--- src/rtl/mux_scan_ctrl_pkg.sv ---
// Shared types and defaults for the mux scan controller.
package mux_scan_ctrl_pkg;

  // Default select width; data width is 2**SEL_W.
  localparam int unsigned DEF_SEL_W = 4;

  // Controller state encoding.
  typedef enum logic [1:0] {
    ST_IDLE = 2'd0,
    ST_SCAN = 2'd1,
    ST_DONE = 2'd2
  } scan_state_e;

endpackage

--- src/rtl/mux_scan_ctrl_step_timer.sv ---
// Step timer: counts 0..CYCLES-1 while enabled, flags the last cycle of each step.
module mux_scan_ctrl_step_timer #(
  parameter int unsigned CYCLES = 1
) (
  input  logic clk,
  input  logic rst,
  input  logic i_clear,
  input  logic i_enable,
  output logic o_tick_c
);

  localparam int unsigned CNT_W = (CYCLES > 1) ? $clog2(CYCLES) : 1;
  localparam logic [CNT_W-1:0] LAST = CNT_W'(CYCLES - 1);

  logic [CNT_W-1:0] r_cnt;

  // Last-cycle flag, only meaningful while counting.
  assign o_tick_c = i_enable && (r_cnt == LAST);

  // Step counter; wraps to zero after the last cycle of a step.
  always_ff @(posedge clk or posedge rst) begin
    if (rst) begin
      r_cnt <= '0;
    end else if (i_clear) begin
      r_cnt <= '0;
    end else if (i_enable) begin
      r_cnt <= (r_cnt == LAST) ? '0 : r_cnt + CNT_W'(1);
    end
  end

endmodule

--- src/rtl/mux_scan_ctrl.sv ---
// Drives a 16:1 mux through every select value, serialises the sampled
// outputs and checks the reassembled word against the loaded one.
module mux_scan_ctrl
  import mux_scan_ctrl_pkg::*;
#(
  parameter int unsigned SEL_W       = DEF_SEL_W,
  parameter int unsigned STEP_CYCLES = 1,
  localparam int unsigned WIDTH      = 2 ** SEL_W
) (
  input  logic             clk,
  input  logic             rst,
  input  logic             start,
  input  logic [WIDTH-1:0] word_in,
  output logic             ready,
  output logic [WIDTH-1:0] data,
  output logic [SEL_W-1:0] select,
  input  logic             y,
  output logic             ser_valid,
  output logic             ser_bit,
  output logic [WIDTH-1:0] word_out,
  output logic             done,
  output logic             match
);

  localparam logic [SEL_W-1:0] SEL_LAST = SEL_W'(WIDTH - 1);

  scan_state_e      r_state;
  logic             r_ready;
  logic [WIDTH-1:0] r_data;
  logic [SEL_W-1:0] r_select;
  logic [WIDTH-1:0] r_word;
  logic             r_ser_valid;
  logic             r_ser_bit;
  logic             r_done;
  logic             r_match;

  logic             w_accept;
  logic             w_tick;
  logic             w_last_sel;
  logic [WIDTH-1:0] w_next_word;

  assign w_accept   = start && r_ready;
  assign w_last_sel = (r_select == SEL_LAST);

  // Per-step timing; restarts on every accepted scan.
  mux_scan_ctrl_step_timer #(
    .CYCLES (STEP_CYCLES)
  ) u_step_timer (
    .clk      (clk),
    .rst      (rst),
    .i_clear  (w_accept),
    .i_enable (r_state == ST_SCAN),
    .o_tick_c (w_tick)
  );

  // Word with the current sample merged in at the current select position.
  always_comb begin
    w_next_word           = r_word;
    w_next_word[r_select] = y;
  end

  // Scan FSM with all outputs registered.
  always_ff @(posedge clk or posedge rst) begin
    if (rst) begin
      r_state     <= ST_IDLE;
      r_ready     <= 1'b1;
      r_data      <= '0;
      r_select    <= '0;
      r_word      <= '0;
      r_ser_valid <= 1'b0;
      r_ser_bit   <= 1'b0;
      r_done      <= 1'b0;
      r_match     <= 1'b0;
    end else begin
      r_ser_valid <= 1'b0;
      r_done      <= 1'b0;
      case (r_state)
        ST_IDLE: begin
          if (w_accept) begin
            r_data   <= word_in;
            r_word   <= '0;
            r_select <= '0;
            r_match  <= 1'b0;
            r_ready  <= 1'b0;
            r_state  <= ST_SCAN;
          end
        end
        ST_SCAN: begin
          if (w_tick) begin
            r_word      <= w_next_word;
            r_ser_bit   <= y;
            r_ser_valid <= 1'b1;
            if (w_last_sel) begin
              r_done  <= 1'b1;
              r_match <= (w_next_word == r_data);
              r_state <= ST_DONE;
            end else begin
              r_select <= r_select + SEL_W'(1);
            end
          end
        end
        ST_DONE: begin
          r_ready <= 1'b1;
          r_state <= ST_IDLE;
        end
        default: begin
          r_ready <= 1'b1;
          r_state <= ST_IDLE;
        end
      endcase
    end
  end

  assign ready     = r_ready;
  assign data      = r_data;
  assign select    = r_select;
  assign word_out  = r_word;
  assign ser_valid = r_ser_valid;
  assign ser_bit   = r_ser_bit;
  assign done      = r_done;
  assign match     = r_match;

endmodule
--- config.mk ---
export PLATFORM = sky130hd
export DESIGN_NAME = mux_scan_ctrl
export DESIGN_NICKNAME = d
export VERILOG_FILES = /design/src/rtl/mux_scan_ctrl_pkg.sv /design/src/rtl/mux_scan_ctrl_step_timer.sv /design/src/rtl/mux_scan_ctrl.sv
export SDC_FILE = /design/constraint.sdc
export NUM_CORES = 1
export LEC_CHECK = 0
export CAP_MARGIN = 10
export CORE_UTILIZATION = 40
export DETAILED_ROUTE_END_ITERATION = 7
export GPL_TIMING_DRIVEN = 0
export PLACE_DENSITY = 0.76
export SKIP_CTS_REPAIR_TIMING = 1
export SLEW_MARGIN = 40
export SYNTH_ARGS = -nofsm -noshare
export SYNTH_HDL_FRONTEND = slang
export SYNTH_SLANG_ARGS = --single-unit
--- constraint.sdc ---
create_clock -name clk -period 1.89 [get_ports clk]
set_input_delay 0.189 -clock clk [delete_from_list [all_inputs] [get_ports clk]]
set_output_delay 0.189 -clock clk [all_outputs]
set_load 0.02 [all_outputs]
# After elaboration in Yosys (flattened, before gate mapping)
# Index checks and enable logic that the tools add are counted.
# Widths: inputs -> output; s select.
[op_classes]
bitwise_logic = 2
n_mux = 27
addsub = 2
n_lt_le_gt_ge = 2
n_reduce_logical = 13
n_eq_ne = 7
[op_table]
columns = ["op", "count"]
rows = [
  ["$mux 16", 2],
  ["$pmux 16 s2", 1],
  ["$bwmux 16", 1],
  ["$eq 16x16->1", 1],
  ["$mux 1", 12],
  ["$mux 4", 3],
  ["$pmux 4 s2", 1],
  ["$reduce_and 4->1", 2],
  ["$mux 2", 3],
  ["$ne 2x2->1 const B", 3],
  ["$reduce_and 2->1", 3],
  ["$reduce_and 3->1", 2],
  ["$lt 4x5->1 const B", 1],
  ["$add 4x1->4 const B", 1],
  ["$demux 1 s4", 1],
  ["$eq 4x4->1 const B", 1],
  ["$ge 4x1->1 const B", 1],
  ["$pmux 1 s2", 2],
  ["$pmux 2 s2", 1],
  ["$reduce_bool 2->1", 2],
  ["$logic_and 1x1->1", 3],
  ["$eq 2x1->1 const B", 1],
  ["$logic_not 2->1", 1],
  ["$ne 2x1->1 const B", 1],
  ["other kinds (2)", 3],
]
[totals]
out_inout_bits = 41
in_bits = 20
register_bits = 44

# Logic depth before layout (Yosys ltp)
[depth]
ltp_word = 9
ltp_mapped = 9
depth_no_buf = 8

# Cells and area by module
# Synthesis repeated with hierarchy kept, for this count alone.
[unflattened]
hier_cells = 256
hier_area_um2 = 2458.6
[by_module_without_submodules]
columns = ["module", "cells_per_inst", "instances", "seq_area_each_um2", "area_each_um2"]
rows = [
  ["mux_scan_ctrl", 255, 1, 1077.3, 2451.1],
  ["mux_scan_ctrl_step_timer", 1, 1, 0.0, 7.5],
]

# Worst setup path after synthesis
# OpenSTA, ideal clock, no wires.
[synth_timing]
path_kind = "reg2reg"
startpoint = "register r_select[0] (netlist: select[0])"
endpoint = "register r_match (netlist: match)"
setup_ps = 76
arrival_time_ps = 2092
t_required_ps = 1814
path_buffers = 1
stages_incl_launch_ff = 10
setup_slack_ps = -278
path_cell_list = "dfrtp_1 -> inv_1 -> ha_1 -> clkbuf_1 -> nand3b_1 -> o32ai_1 -> a311o_1 -> nor4b_2 -> nand4_1 -> o21ai_1"
[synth_via]
elab_chain_len = 9
word_cells_on_any_way = 13
classes_between = "order compare (2); eq/ne (3); mux (6); reduce/logical (2)"
[synth_rtl]
columns = ["element", "line", "text"]
rows = [
  ["start, declared", "mux_scan_ctrl.sv:30", "logic [SEL_W-1:0] r_select;"],
  ["start signal, assigned", "mux_scan_ctrl.sv:98", "r_select <= r_select + SEL_W'(1);"],
  ["$lt 4x5->1 (implied by the code) / $ge 4x1->1 (equally long branches)", "mux_scan_ctrl.sv:59", "w_next_word[r_select] = y;"],
  ["$logic_and 1x1->1 (implied by the code)", "mux_scan_ctrl.sv:59", ""],
  ["$mux 1 (implied by the code)", "mux_scan_ctrl.sv:59", ""],
  ["$demux 1 s4", "mux_scan_ctrl.sv:59", ""],
  ["$bwmux 16", "mux_scan_ctrl.sv:59", ""],
  ["$eq 16x16->1", "mux_scan_ctrl.sv:95", "r_match <= (w_next_word == r_data);"],
  ["$mux 1", "mux_scan_ctrl.sv:93", "if (w_last_sel) begin"],
  ["$mux 1", "mux_scan_ctrl.sv:89", "if (w_tick) begin"],
  ["$pmux 1 s2", "mux_scan_ctrl.sv:77", "case (r_state)"],
  ["end signal, assigned", "mux_scan_ctrl.sv:95", ""],
  ["end, declared", "mux_scan_ctrl.sv:35", "logic r_match;"],
]
# Several ways; a longest one is shown, not always the timed one. The select of a mux whose other input is x is not followed.
# A chain may end at the register's enable or synchronous reset.

# Final worst setup path
[layout_timing]
startpoint = "register r_select[1] (netlist: select[1])"
endpoint = "register r_match (netlist: match)"
# Same word-level chain as after synthesis.

==> impl_metrics.json <==
{
  "diodes": 0,
  "dp_hpwl_microns": 4860,
  "overflow": 0,
  "required_ps": 2120,
  "die_area_sq_um": 6370,
  "start_kind": "flip-flop",
  "path_max_fanout": 6,
  "synth_top_family_by_area": "compound AO/OA/AOI/OAI gates",
  "slowest_delay_ps": 470,
  "antenna_found_initial": 0,
  "maxSlewViolCount": 0,
  "yosys.area_share.adder": 0.0310,
  "max_freq_mhz": 499,
  "detail-route-antenna-nets": 0,
  "cts_root_buf": "clkbuf_8",
  "dp.cells": 388,
  "synth_top_area_share": 0.434,
  "path_cells": "inv_4 -> ha_4 -> nor3b_4 -> o32ai_2 -> a311o_1 -> nor4b_2 -> nand4_1 -> o21ai_1",
  "synthTopCellsByArea": "dfrtp_1 43%, o21ai_0 7.0%, mux2_2 5.6%, a21oi_1 4.8%, nand2_1 3.9%",
  "port_buffers": 59,
  "drcViolationCount": 0,
  "synth_ff_type": "dfrtp_1",
  "synth.most_common_cell": "dfrtp_1",
  "period_share": 1.06,
  "path_clk_slew_ps": 80,
  "min_period_ps": 2010,
  "setup_ws_ps": -115,
  "grt_pass1_vias": 2062,
  "synthCells": 257,
  "yosys_warnings": 0,
  "violations": "setup timing",
  "grt_pass1_wl_microns": 10800,
  "avgSynthCellArea_sq_um": 9.43,
  "status": "finished, violations left",
  "synth-xor-area-share": 0.0253,
  "rsz0062_at_grt": "yes",
  "drtIter0Drc": 244,
  "core_area_sq_um": 5680,
  "synth_compound_area_frac": 0.207,
  "seq_area_frac_synth": 0.445,
  "powerDensity_nw_per_um2": 1800,
  "viasPerCell": 5.65,
  "vias": 2293,
  "relSlewSlack": 0.601,
  "syn2layout_area_growth_pct": 40.1,
  "r2r_setup_slack_ps": -120,
  "cp_slowest_cell": "dfrtp_2",
  "fillers": 514,
  "final-instance-count-excl-fill": 406,
  "p_leak_nw": 1.39,
  "clockBufferDepth": 2,
  "crit_family": "simple AND/OR/NAND/NOR gates",
  "gp_congestion": 0.942,
  "max-vdd-ir-drop_uv": 761,
  "grt_max_degree": 44,
  "ff2ff_path_depth": 8,
  "critPathKind": "reg2reg",
  "muxShareOfSynthArea": 0.0847,
  "dp_slack_ps": -532,
  "drv_cap": 0,
  "min_path_type": "in2async",
  "endpoint_kind": "flip-flop",
  "synth_edf_count": 0,
  "fp.dieH_microns": 79.8,
  "setup_viol": 1,
  "initial_utilization": 0.427,
  "cp_num_cells": 8,
  "final_hold_viol_count": 0,
  "grt.total_usage": 0.227,
  "fp-row-count": 27,
  "worst_slew_pin_slew_ps": 599,
  "syn_nets": 283,
  "yosys_register_bits": 43,
  "synthSimpleGateAreaFrac": 0.154,
  "first_pass_iters": 5,
  "fin_nets": 359,
  "fin_util": 0.598,
  "cts_tree": "built",
  "dieWidth_microns": 79.8,
  "routed_wl_microns": 7050,
  "cts_buffers": 5,
  "crit_buf_inv": 1,
  "ios": 61,
  "cts_max_level": 2,
  "clk_latency_ps": 300,
  "placed_cell_area_sq_um": 3150,
  "ys_top_cells_by_count": "42 x dfrtp_1, 34 x o21ai_0, 25 x nand2_1, 23 x a21oi_1, 14 x inv_1",
  "layout-drive-gt1-share": 0.183,
  "cp_data_arrival_time_ps": 2230,
  "fin_area_sq_um": 3390,
  "synth_area_sq_um": 2420,
  "wl_per_cell_microns": 17.4,
  "p_total_mw": 6.11,
  "synth_top_area_cell": "dfrtp_1",
  "synth_cell_types": 50,
  "cts_sinks": 43,
  "skew_ps": 6.15,
  "ys_async_sr_fraction": 1.00
}
[layout by cell type (no fill, tap or decap), types with 2 or more instances in the layout]
cell / count
nor2b_1: 2
inv_4: 3
inv_1: 11
o22ai_1: 5
a22o_1: 2
xnor2_1: 3
dfrtp_1: 39
mux2i_1: 7
nand2b_1: 4
nand3b_1: 6
o21ai_1: 2
a31oi_1: 2
clkdlybuf4s50_1: 59
nor2_1: 10
mux2_2: 12
o21ai_0: 33
nor3b_4: 2
and2_1: 2
clkbuf_1: 5
a21oi_1: 23
a311oi_1: 4
a32o_1: 2
buf_4: 14
xor2_1: 4
ha_1: 3
ha_4: 3
clkbuf_8: 7
clkbuf_2: 3
dfrtp_2: 3
buf_2: 2
nand3_1: 2
nand2_1: 25
nor3_1: 3
nand4_1: 2
[per-layer routing]
layer | vias up | global-route usage | part of all wire
li1 | 1073 | - | -
met1 | 1089 | 0.308 | 0.43
met2 | 115 | 0.351 | 0.47
met3 | 16 | 0.0491 | 0.080
met4 | 0 | 0.0893 | 0.024
met5 | - | 0 | 0
[cell families (layout without fill, tap and decap cells)]
logic type,count (synthesis),count (layout)
AND/OR/NAND/NOR,69,69
XOR/XNOR,7,7
multiplexers,19,19
adder cells (fa/ha/maj),6,6
buffers and inverters,30,107
AO/OA/AOI/OAI,83,83
flip-flops,43,43
[final cells by class]
class / instances / area (sq um) / area share
Multi-Input combinational cell: 184 / 1310 / 0.384
Clock inverter: 1 / 7.51 / 0.00221
Sequential cell: 43 / 1080 / 0.318
Tap cell: 72 / 90.1 / 0.0265
Buffer: 14 / 77.6 / 0.0229
Timing Repair Buffer: 70 / 673 / 0.198
Inverter: 15 / 63.8 / 0.0188
Clock buffer: 7 / 96.3 / 0.0284
[worst paths after layout]
check / start / end
worst min register to register: ser_bit / ser_bit
worst max-delay path: select[1] / match
worst min-delay path: rst / word_out[11]
min in group clk: word_in[6] / data[6]
worst max register to register: select[1] / match
max in group asynchronous: rst / select[2]
[power breakdown]
part	switching [mW]	total (mW)	internal, mW
logic	1.95	3.65	1.71
registers	0.486	1.80	1.32
clock network	0.323	0.656	0.332
total	2.76	6.11	3.36
[state kept, by name (all words and copies together) (netlist names)]
name,count
word_out,16
r_state,2
match,1
select,4
ready,1
data,16
ser_bit,1
done,1
ser_valid,1
[through the flow]
stage               TNS (ps)  hold WS [ps]
global route            -323           341
detailed placement    -10860           487
floorplan                  0           306
CTS                    -7450           313
finish                  -115           292
global placement      -17490           464
Power figures use the tool's default switching activity.
